===== src/rtl/seq_det_pkg.sv =====
// Shared types and defaults for the programmable serial pattern detector.
// Holds the length-field width helper, the overlap-mode encoding and the
// reset-time configuration constants used by seq_detector_prog.
package seq_det_pkg;

    // Width needed to hold a pattern length of 0..max_len.
    function automatic int len_width(input int max_len);
        return $clog2(max_len + 1);
    endfunction

    localparam int          DEF_MAX_LEN   = 8;
    localparam int          LEN_W         = len_width(DEF_MAX_LEN);
    localparam logic [7:0]  DEF_PATTERN_C = 8'b0000_1010;
    localparam int          DEF_LEN_C     = 4;
    localparam bit          DEF_OVERLAP_C = 1'b1;
    localparam int          DEF_CNT_W     = 16;

    typedef enum logic {
        MODE_NONOVL = 1'b0,
        MODE_OVL    = 1'b1
    } ovl_mode_e;

endpackage


===== src/rtl/seq_det_sat_cnt.sv =====
// Saturating up-counter with synchronous clear.
// Latency: count updates on the edge that sees inc; clear and inc together give 1.
// Backpressure: none; inc is ignored once the count is all ones.
//
// Ports: clk, rst_n (async active-low), clr (sync clear), inc (count enable), cnt (value).
module seq_det_sat_cnt #(
    parameter int W = 16
) (
    input  logic         clk,
    input  logic         rst_n,
    input  logic         clr,
    input  logic         inc,
    output logic [W-1:0] cnt
);

    always_ff @(posedge clk or negedge rst_n) begin
        if (!rst_n) begin
            cnt <= '0;
        end else if (clr) begin
            // A clear coinciding with an event still records that event.
            cnt <= inc ? W'(1) : '0;
        end else if (inc && (cnt != '1)) begin
            cnt <= cnt + W'(1);
        end
    end

endmodule


===== src/rtl/seq_detector_prog.sv =====
// Runtime-programmable serial bit-pattern detector (1..MAX_LEN bits, overlap selectable).
// Latency: last pattern bit sampled on edge N gives a one-cycle z pulse in the cycle after N.
// Backpressure: none; x is taken whenever x_valid is high, except on a cfg_load edge where it is dropped.
//
// Ports: clk/rst_n (async active-low); x/x_valid serial input; cfg_load/cfg_pattern/cfg_len/
// cfg_overlap configuration, cfg_err flags a rejected load; z match pulse.
// Optional macro SEQ_DET_MATCH_CNT_EN adds match_cnt (saturating count) and cnt_clr.
module seq_detector_prog
    import seq_det_pkg::*;
#(
    parameter int                 MAX_LEN     = DEF_MAX_LEN,
    parameter logic [MAX_LEN-1:0] DEF_PATTERN = MAX_LEN'(DEF_PATTERN_C),
    parameter int                 DEF_LEN     = DEF_LEN_C,
    parameter bit                 DEF_OVERLAP = DEF_OVERLAP_C
`ifdef SEQ_DET_MATCH_CNT_EN
    ,
    parameter int                 CNT_W       = DEF_CNT_W
`endif
) (
    input  logic                           clk,
    input  logic                           rst_n,
    input  logic                           x,
    input  logic                           x_valid,
    input  logic                           cfg_load,
    input  logic [MAX_LEN-1:0]             cfg_pattern,
    input  logic [len_width(MAX_LEN)-1:0]  cfg_len,
    input  logic                           cfg_overlap,
    output logic                           cfg_err,
    output logic                           z
`ifdef SEQ_DET_MATCH_CNT_EN
    ,
    output logic [CNT_W-1:0]               match_cnt,
    input  logic                           cnt_clr
`endif
);

    localparam int            LW        = len_width(MAX_LEN);
    localparam logic [LW-1:0] MAX_LEN_L = LW'(MAX_LEN);

    // Active configuration.
    logic [MAX_LEN-1:0] pattern_q;
    logic [LW-1:0]      len_q;
    ovl_mode_e          overlap_q;

    // Only MAX_LEN-1 past bits are kept: together with the incoming bit they
    // form the full MAX_LEN-bit window, and the oldest bit would be shifted
    // out before it could ever be compared.
    logic [MAX_LEN-2:0] hist_q;
    logic [LW-1:0]      fill_q;

    logic [MAX_LEN-1:0] hist_nxt;
    logic [MAX_LEN-1:0] len_mask;
    logic [LW-1:0]      fill_inc;
    logic               accept;
    logic               hit;
    logic               cfg_ok;

    always_comb begin
        hist_nxt = {hist_q, x};
        fill_inc = (fill_q == MAX_LEN_L) ? fill_q : fill_q + LW'(1);
        // Only the low len bits of pattern and window take part in the compare.
        len_mask = '0;
        for (int i = 0; i < MAX_LEN; i++) begin
            len_mask[i] = (LW'(i) < len_q);
        end
        accept = x_valid & ~cfg_load;
        hit    = accept && (fill_inc >= len_q)
                 && (((hist_nxt ^ pattern_q) & len_mask) == '0);
        cfg_ok = (cfg_len != '0) && (cfg_len <= MAX_LEN_L);
    end

    always_ff @(posedge clk or negedge rst_n) begin
        if (!rst_n) begin
            pattern_q <= DEF_PATTERN;
            len_q     <= LW'(DEF_LEN);
            overlap_q <= ovl_mode_e'(DEF_OVERLAP);
            hist_q    <= '0;
            fill_q    <= '0;
            z         <= 1'b0;
            cfg_err   <= 1'b0;
        end else begin
            z       <= 1'b0;
            cfg_err <= 1'b0;
            if (cfg_load) begin
                // Any x_valid on a load edge is dropped, accepted load or not.
                if (cfg_ok) begin
                    pattern_q <= cfg_pattern;
                    len_q     <= cfg_len;
                    overlap_q <= ovl_mode_e'(cfg_overlap);
                    hist_q    <= '0;
                    fill_q    <= '0;
                end else begin
                    cfg_err <= 1'b1;
                end
            end else if (x_valid) begin
                hist_q <= hist_nxt[MAX_LEN-2:0];
                // Non-overlapping mode demands len fresh bits after each match.
                fill_q <= (hit && (overlap_q == MODE_NONOVL)) ? '0 : fill_inc;
                z      <= hit;
            end
        end
    end

`ifdef SEQ_DET_MATCH_CNT_EN
    seq_det_sat_cnt #(
        .W (CNT_W)
    ) u_match_cnt (
        .clk   (clk),
        .rst_n (rst_n),
        .clr   (cnt_clr),
        .inc   (hit),
        .cnt   (match_cnt)
    );
`endif

endmodule


===== config.mk =====
export PLATFORM = sky130hd
export DESIGN_NAME = seq_detector_prog
export DESIGN_NICKNAME = d
export VERILOG_FILES = /design/src/rtl/seq_det_pkg.sv /design/src/rtl/seq_det_sat_cnt.sv /design/src/rtl/seq_detector_prog.sv
export SDC_FILE = /design/constraint.sdc
export NUM_CORES = 1
export LEC_CHECK = 0
export CORE_MARGIN = 1
export CORE_UTILIZATION = 48
export DETAILED_ROUTE_END_ITERATION = 6
export HOLD_SLACK_MARGIN = 0.15
export PLACE_DENSITY_LB_ADDON = 0.08
export SYNTH_ARGS = -nofsm -noshare
export SYNTH_HDL_FRONTEND = slang
export SYNTH_SLANG_ARGS = --single-unit

===== constraint.sdc =====
create_clock -name clk -period 2.2 [get_ports clk]
set_input_delay 0.44 -clock clk [delete_from_list [all_inputs] [get_ports clk]]
set_output_delay 0.44 -clock clk [all_outputs]
set_load 0.02 [all_outputs]

==> impl_metrics.ini <==
[timing]
fin_ws_ps = 14.4
fin_crit_sh = 0.993
drv_slew = 0
setup_violations = 0
max_slew_margin = 0.747
rsz0062_at_grt = true
skew_ps = 6.30
whs_ps = 464
hold_viol = 0
max_freq_mhz = 458
worstMarginPinSlew_ps = 369
period_minus_slack_ps = 2190
setup_tns_ps = 0

[synth]
yosysTopAreaCellShare = 0.400
synth_nets = 153
synth_area_sq_mm = 0.00138
synth_top_area_cell = dfrtp_1
ys_warn_count = 0
syn-instance-count = 129
syn_avg_cell_area_sq_um = 10.7
synth-seq-cells = 26
synth-seq-area-share = 0.477
synth_cell_types = 36
synth_area_leaders = dfrtp_1, dfstp_2, mux2_2

[grt]
antenna_found_initial = 0
grt_pass1_wl_mm = 4.73
overflow = 0
grt_max_degree = 27
grt_usage = 0.193
grt_pass1_vias = 1079

[power_and_ir_drop]
p_comb_frac = 0.334
cell_internal_pwr_mw = 0.895
p_switching_mw = 0.381
clkPwrFrac = 0.188
power.density_mw_per_mm2 = 714
p_leak_nw = 0.740
p_sw_frac = 0.299
power_mw = 1.28
p_seq_frac = 0.478
ir_drop_mv = 0.503

[critical_path]
cp-end-kind = register
worstSetupStartpointType = register
crit_fanout = 3
worstPathRequired_ps = 2430
arrival_ps = 2420
path_class = register to register

[run]
cap_viol_max_count = 0

[clock_tree]
hold_buffers = 0
clkLatencyLatePin_ps = 320
cts.sinks = 26
cts_root_buffer = clkbuf_4
cts_buffers = 3
clkTransAtPathRegs_ps = 140
h-tree-depth = 1
cts_max_path_buffers = 2
tritoncts = done

[floorplanning]
die_h_um = 55.5
die_area_sq_mm = 0.00308
core-area_sq_mm = 0.00273
ioPinCount = 20
fp-row-count = 19
die_w_um = 55.5
start_util = 0.503

[routing]
drt_iter0_drc = 22
postRouteAntennaNets = 0
wirelength_mm = 2.58
dr.pass1.iters = 4
wire_per_inst_um = 13.7
vias = 1019
post_drt_via_cell_ratio = 5.42
drc_errors = 0

[layout]
n_antenna_cell = 0
stdcell_count = 188
drive_above_1_share = 0.306
fillers = 214
layout_commonest_cell = dfrtp_1
final_nets = 182
syn2layout_area_growth_pct = 29.9
layout_common_cells = dfrtp_1, nand2_1, clkdlybuf4s50_1, buf_4

[placed_design]
dp_slack_ps = -94.3
portBuffers = 19
hpwl_mm = 1.76
dp_cells = 181
place.gp.congestion = 0.898

[run_status]
status = finished clean

[worst_hold_path]
hp-class = input port to asynchronous set/reset pin
==> cell families after synthesis <==
logic type / after synthesis / share of synthesized area
simple gates: 36 / 0.126
compound gates: 26 / 0.136
flops: 26 / 0.477
buf+inv: 13 / 0.0473
xor+xnor: 11 / 0.0701
mux: 11 / 0.0892
fa+ha+maj: 6 / 0.0546
==> cell usage after synthesis <==
cell and n:
a2111o_1 1, dfrtp_1 22, buf_2 1, dfstp_2 4
o22ai_1 3, nor2_1 3, inv_1 7, or3_1 1
clkbuf_1 2, o32ai_1 2, o21ai_0 10, mux2i_1 1
nor2b_1 1, and2_1 1, a22oi_1 1, nand3_1 1
xnor2_1 6, nand2b_1 3, ha_1 6, o32a_2 1
and2b_1 1, mux2_1 1, buf_1 1, a211oi_2 1
nor3_1 1, xor2_1 5, a21oi_1 3, a31oi_1 1
a2111oi_0 1, o31ai_2 1, o2111ai_2 1, nor4b_2 1
buf_6 2, nand2_1 22, nor3_2 1, mux2_2 9
==> flip-flops by register name, indices dropped and copies added (netlist names) <==
name       cells
fill_q         4
cfg_err        1
z              1
pattern_q      8
overlap_q      1
hist_q         7
len_q          4
==> critical path: stages, from the launching register on <==
cell	delay, ps
dfrtp_1	420
inv_2	100
ha_4	150
nand2_4	50
nor2_4	100
xnor2_2	130
ha_1	250
nand2b_4	130
a2111o_1	410
o2111ai_2	120
o31ai_2	120
o32ai_2	120
==> path summary, 6_finish.rpt <==
kind | end | slack (ps) | cells after the start | startpoint
min in group clk | pattern_q[4] | 540 | 1 | pattern_q[4]
worst min-delay path | cfg_err | 460 | 2 | rst_n
worst max register to register | fill_q[1] | 10 | 11 | fill_q[1]
worst min register to register | pattern_q[4] | 540 | 1 | pattern_q[4]
worst max-delay path | fill_q[1] | 10 | 11 | fill_q[1]
max in group asynchronous | overlap_q | 1430 | 2 | rst_n
==> timing repair <==
| action | CTS | global route |
|---|---|---|
| buffers inserted | 3 | 0 |
| pin swaps | 12 | 11 |
| endpoints found under the setup margin | 5 | 5 |
| gates resized for setup | 5 | 15 |
==> per-layer routing <==
layer | share of wire | track usage
met5 | 0 | 0
met4 | 0.015 | 0.0929
met3 | 0.023 | 0.0351
met2 | 0.51 | 0.318
met1 | 0.45 | 0.245
==> power groups by stage <==
stage / Clock (mW) / Combinational [mW] / Sequential (mW)
3_3_place_gp: 0 / 0.333 / 0.614
2_1_floorplan: 0 / 0.219 / 0.606
4_1_cts: 0.250 / 0.372 / 0.606
5_1_grt: 0.275 / 0.473 / 0.621
3_5_place_dp: 0 / 0.339 / 0.616
6_report: 0.240 / 0.426 / 0.610
==> per-stage QoR <==
step / utilization / instance area, sq um
after floorplan: - / 1380
after global placement: 0.599 / 1640
after detailed placement: 0.599 / 1640
after CTS: 0.627 / 1720
after global routing: 0.654 / 1790
final: 0.654 / 1790
==> final cells by class <==
class	count	area (sq um)	area share
Tap cell	31	38.8	0.0217
Multi-Input combinational cell	90	744	0.417
Sequential cell	26	656	0.367
Timing Repair Buffer	30	285	0.160
Clock buffer	4	36.3	0.0203
Inverter	7	26.3	0.0147
Note: power is estimated with default switching activity, not from simulation.
